[src/rtl/chess_pkg.sv]
// Shared definitions for the chess game: sides, scheduler states, chessman codes.
package chess_pkg;

    localparam logic WHITE_PLAYER = 1'b1;
    localparam logic BLACK_PLAYER = 1'b0;

    localparam logic [7:0] MOVE_COUNT_MAX = 8'd255;

    // Scheduler states; the encoding is visible on the GameState port.
    typedef enum logic [2:0] {
        ST_IDLE   = 3'd0,
        ST_RUN    = 3'd1,
        ST_COMMIT = 3'd2,
        ST_PAUSE  = 3'd3,
        ST_OVER   = 3'd4
    } game_state_e;

    // Piece codes shared with the layout matrix.
    typedef enum logic [3:0] {
        CM_EMPTY  = 4'd0,
        CM_PAWN   = 4'd1,
        CM_KNIGHT = 4'd2,
        CM_BISHOP = 4'd3,
        CM_ROOK   = 4'd4,
        CM_QUEEN  = 4'd5,
        CM_KING   = 4'd6
    } chessman_e;

    // Move counter increment that sticks at its maximum.
    function automatic logic [7:0] sat_inc8(input logic [7:0] value);
        logic [7:0] result;
        if (value == MOVE_COUNT_MAX) begin
            result = MOVE_COUNT_MAX;
        end else begin
            result = value + 8'd1;
        end
        return result;
    endfunction

endpackage

[src/rtl/chess_turn_scheduler_if.sv]
// Move-commit handshake between the layout matrix (master) and the turn scheduler (slave).
interface chess_turn_scheduler_if;
    logic MoveReq;
    logic MoveValid;
    logic MoveGrant;
    logic MoveReject;

    modport master (
        output MoveReq,
        output MoveValid,
        input  MoveGrant,
        input  MoveReject
    );

    modport slave (
        input  MoveReq,
        input  MoveValid,
        output MoveGrant,
        output MoveReject
    );
endinterface

[src/rtl/player_countdown.sv]
// One player's remaining-seconds counter: floor at zero, saturating bonus add.
module player_countdown import chess_pkg::*; #(
    parameter int START_SECONDS     = 300,
    parameter int INCREMENT_SECONDS = 0,
    parameter int TIMER_WIDTH       = 10
) (
    input  logic                   OutClock,
    input  logic                   resetApp,
    input  logic                   en_i,
    input  logic                   dec_i,
    input  logic                   add_i,
    output logic [TIMER_WIDTH-1:0] seconds_o,
    output logic                   zero_o
);

    localparam logic [TIMER_WIDTH-1:0] START_VAL = TIMER_WIDTH'(START_SECONDS);
    localparam logic [TIMER_WIDTH:0]   INC_EXT   = (TIMER_WIDTH + 1)'(INCREMENT_SECONDS);
    localparam logic [TIMER_WIDTH:0]   SAT_MAX   = {1'b0, {TIMER_WIDTH{1'b1}}};

    logic [TIMER_WIDTH-1:0] seconds_q;
    logic [TIMER_WIDTH-1:0] seconds_d;
    logic [TIMER_WIDTH:0]   sum_s;
    logic                   zero_s;

    assign zero_s = (seconds_q == {TIMER_WIDTH{1'b0}});
    assign sum_s  = {1'b0, seconds_q} + INC_EXT;

    // Next seconds value: add has priority, decrement never goes below zero.
    always_comb begin
        seconds_d = seconds_q;
        if (en_i && add_i) begin
            if (sum_s > SAT_MAX) begin
                seconds_d = SAT_MAX[TIMER_WIDTH-1:0];
            end else begin
                seconds_d = sum_s[TIMER_WIDTH-1:0];
            end
        end else if (en_i && dec_i && !zero_s) begin
            seconds_d = seconds_q - TIMER_WIDTH'(1);
        end else begin
            seconds_d = seconds_q;
        end
    end

    // Seconds register, reloaded with the starting time on reset.
    always_ff @(posedge OutClock or posedge resetApp) begin
        if (resetApp) begin
            seconds_q <= START_VAL;
        end else begin
            seconds_q <= seconds_d;
        end
    end

    assign seconds_o = seconds_q;
    assign zero_o    = zero_s;

endmodule

[src/rtl/chess_turn_scheduler.sv]
// Turn scheduler and game clock: arbitrates move commits and runs both countdowns.
module chess_turn_scheduler import chess_pkg::*; #(
    parameter int TICKS_PER_SECOND  = 10,
    parameter int START_SECONDS     = 300,
    parameter int INCREMENT_SECONDS = 0,
    parameter int TIMER_WIDTH       = 10
) (
    input  logic                   OutClock,
    input  logic                   resetApp,
    input  logic                   StartGame,
    input  logic                   PauseSwitch,
    chess_turn_scheduler_if.slave  move_bus,
    output logic                   Player,
    output logic [TIMER_WIDTH-1:0] WhiteSeconds,
    output logic [TIMER_WIDTH-1:0] BlackSeconds,
    output logic [7:0]             MoveCount,
    output logic [2:0]             GameState,
    output logic                   Winner
);

    localparam int TICK_W = (TICKS_PER_SECOND > 1) ? $clog2(TICKS_PER_SECOND) : 1;
    localparam logic [TICK_W-1:0] TICK_LAST = TICK_W'(TICKS_PER_SECOND - 1);

    game_state_e            state_q,  state_d;
    logic                   player_q, player_d;
    logic [TICK_W-1:0]      tick_q,   tick_d;
    logic [7:0]             count_q,  count_d;
    logic                   grant_q,  grant_d;
    logic                   reject_q, reject_d;
    logic                   winner_q, winner_d;

    logic                   dec_s;
    logic                   add_s;
    logic                   tick_wrap_s;
    logic                   mover_last_s;
    logic [TIMER_WIDTH-1:0] white_secs_s;
    logic [TIMER_WIDTH-1:0] black_secs_s;
    logic [TIMER_WIDTH-1:0] mover_secs_s;
    logic                   white_zero_s;
    logic                   black_zero_s;
    logic                   mover_zero_s;

    assign tick_wrap_s  = (tick_q == TICK_LAST);
    assign mover_secs_s = (player_q == WHITE_PLAYER) ? white_secs_s : black_secs_s;
    assign mover_zero_s = (player_q == WHITE_PLAYER) ? white_zero_s : black_zero_s;
    // The mover's clock runs out on this wrap if it holds one second (or nothing).
    assign mover_last_s = mover_zero_s || (mover_secs_s == TIMER_WIDTH'(1));

    player_countdown #(
        .START_SECONDS     (START_SECONDS),
        .INCREMENT_SECONDS (INCREMENT_SECONDS),
        .TIMER_WIDTH       (TIMER_WIDTH)
    ) u_white (
        .OutClock  (OutClock),
        .resetApp  (resetApp),
        .en_i      (player_q == WHITE_PLAYER),
        .dec_i     (dec_s),
        .add_i     (add_s),
        .seconds_o (white_secs_s),
        .zero_o    (white_zero_s)
    );

    player_countdown #(
        .START_SECONDS     (START_SECONDS),
        .INCREMENT_SECONDS (INCREMENT_SECONDS),
        .TIMER_WIDTH       (TIMER_WIDTH)
    ) u_black (
        .OutClock  (OutClock),
        .resetApp  (resetApp),
        .en_i      (player_q == BLACK_PLAYER),
        .dec_i     (dec_s),
        .add_i     (add_s),
        .seconds_o (black_secs_s),
        .zero_o    (black_zero_s)
    );

    // Next-state logic: move arbitration, tick/second accounting, pause and game over.
    always_comb begin
        state_d  = state_q;
        player_d = player_q;
        tick_d   = tick_q;
        count_d  = count_q;
        winner_d = winner_q;
        grant_d  = 1'b0;
        reject_d = 1'b0;
        dec_s    = 1'b0;
        add_s    = 1'b0;
        case (state_q)
            ST_IDLE: begin
                reject_d = move_bus.MoveReq;
                if (StartGame) begin
                    state_d = ST_RUN;
                end else begin
                    state_d = ST_IDLE;
                end
            end
            ST_RUN: begin
                if (move_bus.MoveReq && move_bus.MoveValid) begin
                    // A legal move beats a same-cycle expiry and freezes the tick.
                    grant_d = 1'b1;
                    state_d = ST_COMMIT;
                end else if (PauseSwitch && !move_bus.MoveReq) begin
                    state_d = ST_PAUSE;
                end else begin
                    // An illegal request is rejected while the clock keeps running.
                    reject_d = move_bus.MoveReq;
                    if (tick_wrap_s) begin
                        tick_d = {TICK_W{1'b0}};
                        dec_s  = 1'b1;
                        if (mover_last_s) begin
                            state_d  = ST_OVER;
                            winner_d = ~player_q;
                        end else begin
                            state_d  = ST_RUN;
                        end
                    end else begin
                        tick_d = tick_q + TICK_W'(1);
                    end
                end
            end
            ST_COMMIT: begin
                reject_d = move_bus.MoveReq;
                add_s    = 1'b1;
                player_d = ~player_q;
                tick_d   = {TICK_W{1'b0}};
                count_d  = sat_inc8(count_q);
                if (PauseSwitch) begin
                    state_d = ST_PAUSE;
                end else begin
                    state_d = ST_RUN;
                end
            end
            ST_PAUSE: begin
                reject_d = move_bus.MoveReq;
                if (!PauseSwitch) begin
                    state_d = ST_RUN;
                end else begin
                    state_d = ST_PAUSE;
                end
            end
            ST_OVER: begin
                reject_d = move_bus.MoveReq;
                state_d  = ST_OVER;
            end
            default: begin
                state_d = ST_IDLE;
            end
        endcase
    end

    // Scheduler state registers; reset restores a fresh game with white to move.
    always_ff @(posedge OutClock or posedge resetApp) begin
        if (resetApp) begin
            state_q  <= ST_IDLE;
            player_q <= WHITE_PLAYER;
            tick_q   <= {TICK_W{1'b0}};
            count_q  <= 8'd0;
            grant_q  <= 1'b0;
            reject_q <= 1'b0;
            winner_q <= 1'b0;
        end else begin
            state_q  <= state_d;
            player_q <= player_d;
            tick_q   <= tick_d;
            count_q  <= count_d;
            grant_q  <= grant_d;
            reject_q <= reject_d;
            winner_q <= winner_d;
        end
    end

    assign move_bus.MoveGrant  = grant_q;
    assign move_bus.MoveReject = reject_q;
    assign Player              = player_q;
    assign WhiteSeconds        = white_secs_s;
    assign BlackSeconds        = black_secs_s;
    assign MoveCount           = count_q;
    assign GameState           = state_q;
    assign Winner              = winner_q;

endmodule

[src/flat_wrapper.sv]
// flat-port wrapper written by rule: the top's interface ports become plain ports
module chess_turn_scheduler_flat import chess_pkg::*;
#(
    parameter int TICKS_PER_SECOND  = 10,
    parameter int START_SECONDS     = 300,
    parameter int INCREMENT_SECONDS = 0,
    parameter int TIMER_WIDTH       = 10
)
  (OutClock, resetApp, StartGame, PauseSwitch, Player, WhiteSeconds, BlackSeconds, MoveCount, GameState, Winner, move_bus_MoveReq, move_bus_MoveValid, move_bus_MoveGrant, move_bus_MoveReject);
  chess_turn_scheduler_if move_bus_i ();
  input  logic OutClock;
  input  logic resetApp;
  input  logic StartGame;
  input  logic PauseSwitch;
  output logic Player;
  output logic [TIMER_WIDTH-1:0] WhiteSeconds;
  output logic [TIMER_WIDTH-1:0] BlackSeconds;
  output logic [7:0] MoveCount;
  output logic [2:0] GameState;
  output logic Winner;
  input wire logic [$bits(move_bus_i.MoveReq)-1:0] move_bus_MoveReq;
  input wire logic [$bits(move_bus_i.MoveValid)-1:0] move_bus_MoveValid;
  output wire logic [$bits(move_bus_i.MoveGrant)-1:0] move_bus_MoveGrant;
  output wire logic [$bits(move_bus_i.MoveReject)-1:0] move_bus_MoveReject;
  assign move_bus_i.MoveReq = move_bus_MoveReq;
  assign move_bus_i.MoveValid = move_bus_MoveValid;
  assign move_bus_MoveGrant = move_bus_i.MoveGrant;
  assign move_bus_MoveReject = move_bus_i.MoveReject;
  chess_turn_scheduler #(.TICKS_PER_SECOND(TICKS_PER_SECOND), .START_SECONDS(START_SECONDS), .INCREMENT_SECONDS(INCREMENT_SECONDS), .TIMER_WIDTH(TIMER_WIDTH)) u_core (.OutClock(OutClock), .resetApp(resetApp), .StartGame(StartGame), .PauseSwitch(PauseSwitch), .move_bus(move_bus_i), .Player(Player), .WhiteSeconds(WhiteSeconds), .BlackSeconds(BlackSeconds), .MoveCount(MoveCount), .GameState(GameState), .Winner(Winner));
endmodule
[config.mk]
export PLATFORM = sky130hd
export DESIGN_NAME = chess_turn_scheduler_flat
export DESIGN_NICKNAME = d
export VERILOG_FILES = /design/src/rtl/chess_pkg.sv /design/src/rtl/chess_turn_scheduler_if.sv /design/src/rtl/player_countdown.sv /design/src/rtl/chess_turn_scheduler.sv /design/src/flat_wrapper.sv
export SDC_FILE = /design/constraint.sdc
export NUM_CORES = 1
export LEC_CHECK = 0
export CELL_PAD_IN_SITES_DETAIL_PLACEMENT = 1
export CELL_PAD_IN_SITES_GLOBAL_PLACEMENT = 1
export CORE_UTILIZATION = 36
export DETAILED_ROUTE_END_ITERATION = 7
export GPL_TIMING_DRIVEN = 0
export MAX_ROUTING_LAYER = met4
export PLACE_DENSITY_LB_ADDON = 0.1
export SETUP_SLACK_MARGIN = 0.4
export SLEW_MARGIN = 20
export SYNTH_ARGS = -nofsm -noshare
export SYNTH_HDL_FRONTEND = slang
export SYNTH_SLANG_ARGS = --single-unit
[constraint.sdc]
create_clock -name OutClock -period 1.9 [get_ports OutClock]
set_input_delay 0.38 -clock OutClock [delete_from_list [all_inputs] [get_ports OutClock]]
set_output_delay 0.38 -clock OutClock [all_outputs]
set_load 0.1 [all_outputs]
==> results_tabular.tex <==
\begin{tabular}{lr}
\hline
Metric & Value \\
\hline
\multicolumn{2}{l}{\textbf{Outcome}} \\
\quad Outcome & finished clean \\
\multicolumn{2}{l}{\textbf{Place}} \\
\quad PortBufs & 40 \\
\quad Setup Slack @ Placement & -0.597 ns \\
\quad HPWL after DPL & around 3900 µm \\
\quad Placed cell count & 299 \\
\quad Final Wtd Congestion & 0.792 \\
\multicolumn{2}{l}{\textbf{Critical path}} \\
\quad Worst reg2reg path startpoint & u\_core.u\_white.seconds\_o[0]\$\_DFFE\_PP0P\_ \\
\quad Register-to-register setup slack & $\sim$0.09 ns \\
\quad End of the worst register-to-register path & u\_core.u\_white.seconds\_o[9]\$\_DFFE\_PP0P\_ \\
\quad Critical path's slowest cell & or4\_4 \\
\quad Category of the worst setup path launch point & flop \\
\quad Required time of the critical path & 2.09 ns \\
\quad Endpoint type of the worst setup path & flop \\
\quad Max stage delay on crit path & 0.58 ns \\
\quad Chain of cells forming the critical path & or4\_4 -> nor4\_4 -> nand4\_1 -> xnor2\_1 \\
\quad Critical path peak fanout & 6 \\
\quad Worst setup path class & reg -> reg \\
\quad Reg2reg path depth & 4 \\
\quad Arr. time, crit path & 1.99 ns \\
\multicolumn{2}{l}{\textbf{Clocking}} \\
\quad CTS tree & done \\
\quad CTS buffer count & 5 \\
\quad H-tree depth & 2 \\
\quad Worst-skew pair later-pin latency & $\sim$0.30 ns \\
\quad Root buffer selected by CTS & clkbuf\_8 \\
\quad Clock transition at the registers of the reported paths & 0.08 ns \\
\quad Number of buffers between clock root and the deepest sink & 2 \\
\quad CTS hold repair buffers & 0 \\
\quad Sink count of the clock tree & 39 \\
\multicolumn{2}{l}{\textbf{Die}} \\
\quad Site Rows & 27 \\
\quad DIE AREA & 5970 µm² \\
\quad Die Height & 77.3 µm \\
\quad Initial Util & between 30 and 40\% \\
\quad Core Area & roughly 5500 µm² \\
\quad X dimension of the die & 77.3 µm \\
\quad Top-level port count & 41 \\
\multicolumn{2}{l}{\textbf{STA}} \\
\quad Hold Worst Slack & between 0.3 and 0.4 ns \\
\quad Final setup skew & 0.00774 ns \\
\quad Pins Over Slew Limit & 0 \\
\quad Least-Margin Pin Slew & 0.484 ns \\
\quad Final hold violations & 0 \\
\quad RSZ-0062 raised after global routing & true \\
\quad Total negative slack for setup checks & 0 ns \\
\quad Maximum clock rate & around 550 MHz \\
\quad Fraction of the cycle the final worst path needs & a little over nine tenths \\
\quad Final number of setup-violating endpoints & 0 \\
\quad Worst slew slack as a fraction of its limit & 67.6\% \\
\quad Final worst-path setup slack & between 0.09 and 0.1 ns \\
\quad Final Critical Period & 1.81 ns \\
\multicolumn{2}{l}{\textbf{Yosys}} \\
\quad Yosys warning count & 0 \\
\quad Cell area after technology mapping & 2040 µm² \\
\quad EDFF count, synth & 0 \\
\quad Largest cells by area after synthesis & dfrtp\_1 37\%, dfstp\_2 12\%, xnor2\_1 6.9\% \\
\quad Synth Instances & 186 \\
\quad Area share of the largest cell type after synthesis & 36.8\% \\
\quad Share of flip-flops with an asynchronous set or reset & 100\% \\
\quad Synth Area per Inst & 11.0 µm² \\
\quad Count of distinct cell types in the synthesized netlist & a little under 50 \\
\quad Share of synthesized area occupied by flip-flops and latches & a little under 50\% \\
\quad Number of flip-flops and latches in the synthesized netlist & 39 \\
\quad Syn Nets & between 150 and 200 \\
\quad Main flop type after synthesis & dfrtp\_1 \\
\quad Post-synth top area cell & dfrtp\_1 \\
\multicolumn{2}{l}{\textbf{Power}} \\
\quad Cell leakage power & 1.44 nW \\
\quad Clock group share of total power & 19.6\% \\
\quad Seq pwr share & $\sim$34\% \\
\quad Worst voltage drop across the vdd grid & 0.000970 V \\
\quad Pint & 0.00192 W \\
\quad Pwr Density & 1050 nW/µm² \\
\quad Comb power frac & 46.8\% \\
\quad Total Power Consumption & 0.00356 W \\
\quad Reported net switching power & $\sim$0.0016 W \\
\quad Switching power as a share of total power & between 40\% and 50\% \\
\multicolumn{2}{l}{\textbf{Route}} \\
\quad Vias/cell & 5.29 \\
\quad Final Routed Wirelength & $\sim$6200 µm \\
\quad Via count & 1789 \\
\quad Antenna viol nets, final & 0 \\
\quad DR pass1 iterations & 4 \\
\quad Number of DRC markers in iteration 0 & 66 \\
\quad Detailed-route DRC error count & 0 \\
\quad Average wire length per cell after detail routing & approximately 18 µm \\
\multicolumn{2}{l}{\textbf{Layout}} \\
\quad Layout Cells excl Fill & roughly 340 \\
\quad Fraction of final layout cells with drive strength greater than 1 & 57.5\% \\
\quad Inserted Diodes & 0 \\
\quad Area delta synth->final & 66.7\% \\
\quad Final nets & approximately 280 \\
\multicolumn{2}{l}{\textbf{Global route}} \\
\quad GRT Util Overall & between 20\% and 30\% \\
\quad Antenna violations before repair & 0 \\
\quad Largest net degree at the start of global routing & 23 \\
\quad Via count of the first global-routing pass & approximately 1900 \\
\quad Overflow after GRT & 0 \\
\quad Global-route wire length before repair & 9600 µm \\
\multicolumn{2}{l}{\textbf{Worst hold path}} \\
\quad Min-Delay Path Class & in -> async \\
\multicolumn{2}{l}{\textbf{Run}} \\
\quad Count of maximum capacitance violations & 0 \\
\hline
\end{tabular}
-- layer usage --
layer / up-vias / routed length (µm) / track usage (%)
li1: 826 / - / -
met1: 904 / 2520 / 25.2
met2: 47 / 3320 / 35.9
met3: 12 / 221 / 4.17
met4: 0 / 133 / 6.23
met5: - / 0 / -
-- flip-flops by register name, indices dropped and copies added, names as in the netlist --
name,count
u_core.GameState,3
u_core.MoveCount,8
u_core.Player,1
u_core.Winner,1
u_core.move_bus.MoveGrant,1
u_core.move_bus.MoveReject,1
u_core.tick_q,4
u_core.u_black.seconds_o,10
u_core.u_white.seconds_o,10
-- power by group through the flow --
stage          clock network (W)  logic (W)  registers (W)
2_1_floorplan                  0   0.000434        0.00181
6_report                0.000698    0.00167        0.00120
5_1_grt                 0.000747    0.00176        0.00122
3_5_place_dp                   0    0.00141        0.00120
4_1_cts                 0.000708    0.00156        0.00119
3_3_place_gp                   0    0.00136        0.00118
-- layout make-up --
cell class | count | area (µm²)
Clock buffer | 7 | 76.3
Clock inverter | 1 | 30.0
Multi-Input combinational cell | 133 | 1290
Sequential cell | 39 | 1080
Fill cell | 557 | 2070
Tap cell | 72 | 90.1
Inverter | 10 | 37.5
Buffer | 4 | 47.5
Timing Repair Buffer | 72 | 744
-- critical path: cells and delay by family (launching register included) --
kind | cells | cell delay (ns)
xor gates and xnor gates | 1 | 0.17
and+or+nand+nor | 3 | 1.02
DFF | 1 | 0.51
-- worst max-delay path by stage --
stage	startpoint	endpoint	slack, ns	cells past startpoint
final	u_core.u_white.seconds_o[0]$_DFFE_PP0P_	u_core.u_white.seconds_o[9]$_DFFE_PP0P_	0.09	4
after global routing	u_core.u_white.seconds_o[0]$_DFFE_PP0P_	u_core.u_white.seconds_o[9]$_DFFE_PP0P_	0.05	4
after global placement	move_bus_MoveReq	u_core.Winner$_DFFE_PP0P_	-0.57	6
after detailed placement	move_bus_MoveReq	u_core.Winner$_DFFE_PP0P_	-0.60	6
after CTS	u_core.u_black.seconds_o[1]$_DFFE_PP0P_	u_core.u_black.seconds_o[9]$_DFFE_PP0P_	0.08	4
after floorplan	u_core.GameState[0]$_DFFE_PP0P_	u_core.Winner$_DFFE_PP0P_	-0.006	5
-- cell usage after synthesis, drive strengths merged, types with 2 or more instances --
master / number
dfrtp: 30
nor3: 5
ha: 7
nand2: 13
nand4: 13
a21oi: 5
nor3b: 4
xor2: 8
dfstp: 9
nand3: 8
nor2: 10
mux2: 2
and3: 5
mux2i: 5
o2111ai: 2
o31ai: 2
xnor2: 16
nor4: 6
nor2b: 2
inv: 10
a31oi: 2
buf: 3
or3: 2
-- cells in the final DEF, fill, tap and decap left out, types with 5 or more instances in the layout --
| cell | Yosys | routed |
|---|---|---|
| nor2_1 | 10 | 9 |
| xnor2_1 | 16 | 16 |
| buf_12 | 0 | 12 |
| nand2_1 | 13 | 11 |
| xor2_1 | 8 | 8 |
| inv_1 | 10 | 6 |
| nand4_1 | 12 | 12 |
| dfrtp_4 | 0 | 14 |
| nor4_4 | 1 | 6 |
| clkbuf_8 | 0 | 6 |
| dfstp_4 | 0 | 9 |
| ha_1 | 7 | 5 |
| buf_6 | 1 | 11 |
| buf_4 | 1 | 42 |
| dfrtp_2 | 0 | 8 |
| dfrtp_1 | 30 | 8 |
-- stage by stage --
step | instance area [µm²] | utilization [%]
detailed placement | 2770 | 50.6
finish | 3400 | 62.1
global route | 3400 | 62.1
global placement | 2740 | 50.1
CTS | 3170 | 57.9
floorplan | 2250 | -
-- what timing repair did --
item                                    in CTS  in global routing
gates cloned                                 1                  0
resized for setup                          258                 35
pin swaps                                   14                 12
endpoints found under the setup margin      69                 47
hold endpoints to repair                     0                  0
buffers inserted                            21                  9
-- cell families (layout without fill, tap and decap cells) --
| logic type | Yosys count | count (layout) | synth area share, % |
|---|---|---|---|
| buffers and inverters | 14 | 94 | 3.25 |
| muxes | 7 | 7 | 3.74 |
| DFF | 39 | 39 | 48.4 |
| xor gates and xnor gates | 24 | 24 | 10.3 |
| AOI/OAI and AO/OA | 20 | 20 | 7.06 |
| adders and majority gates | 7 | 7 | 4.29 |
| and+or+nand+nor | 75 | 75 | 22.9 |
(Power assumes the default switching activity.)
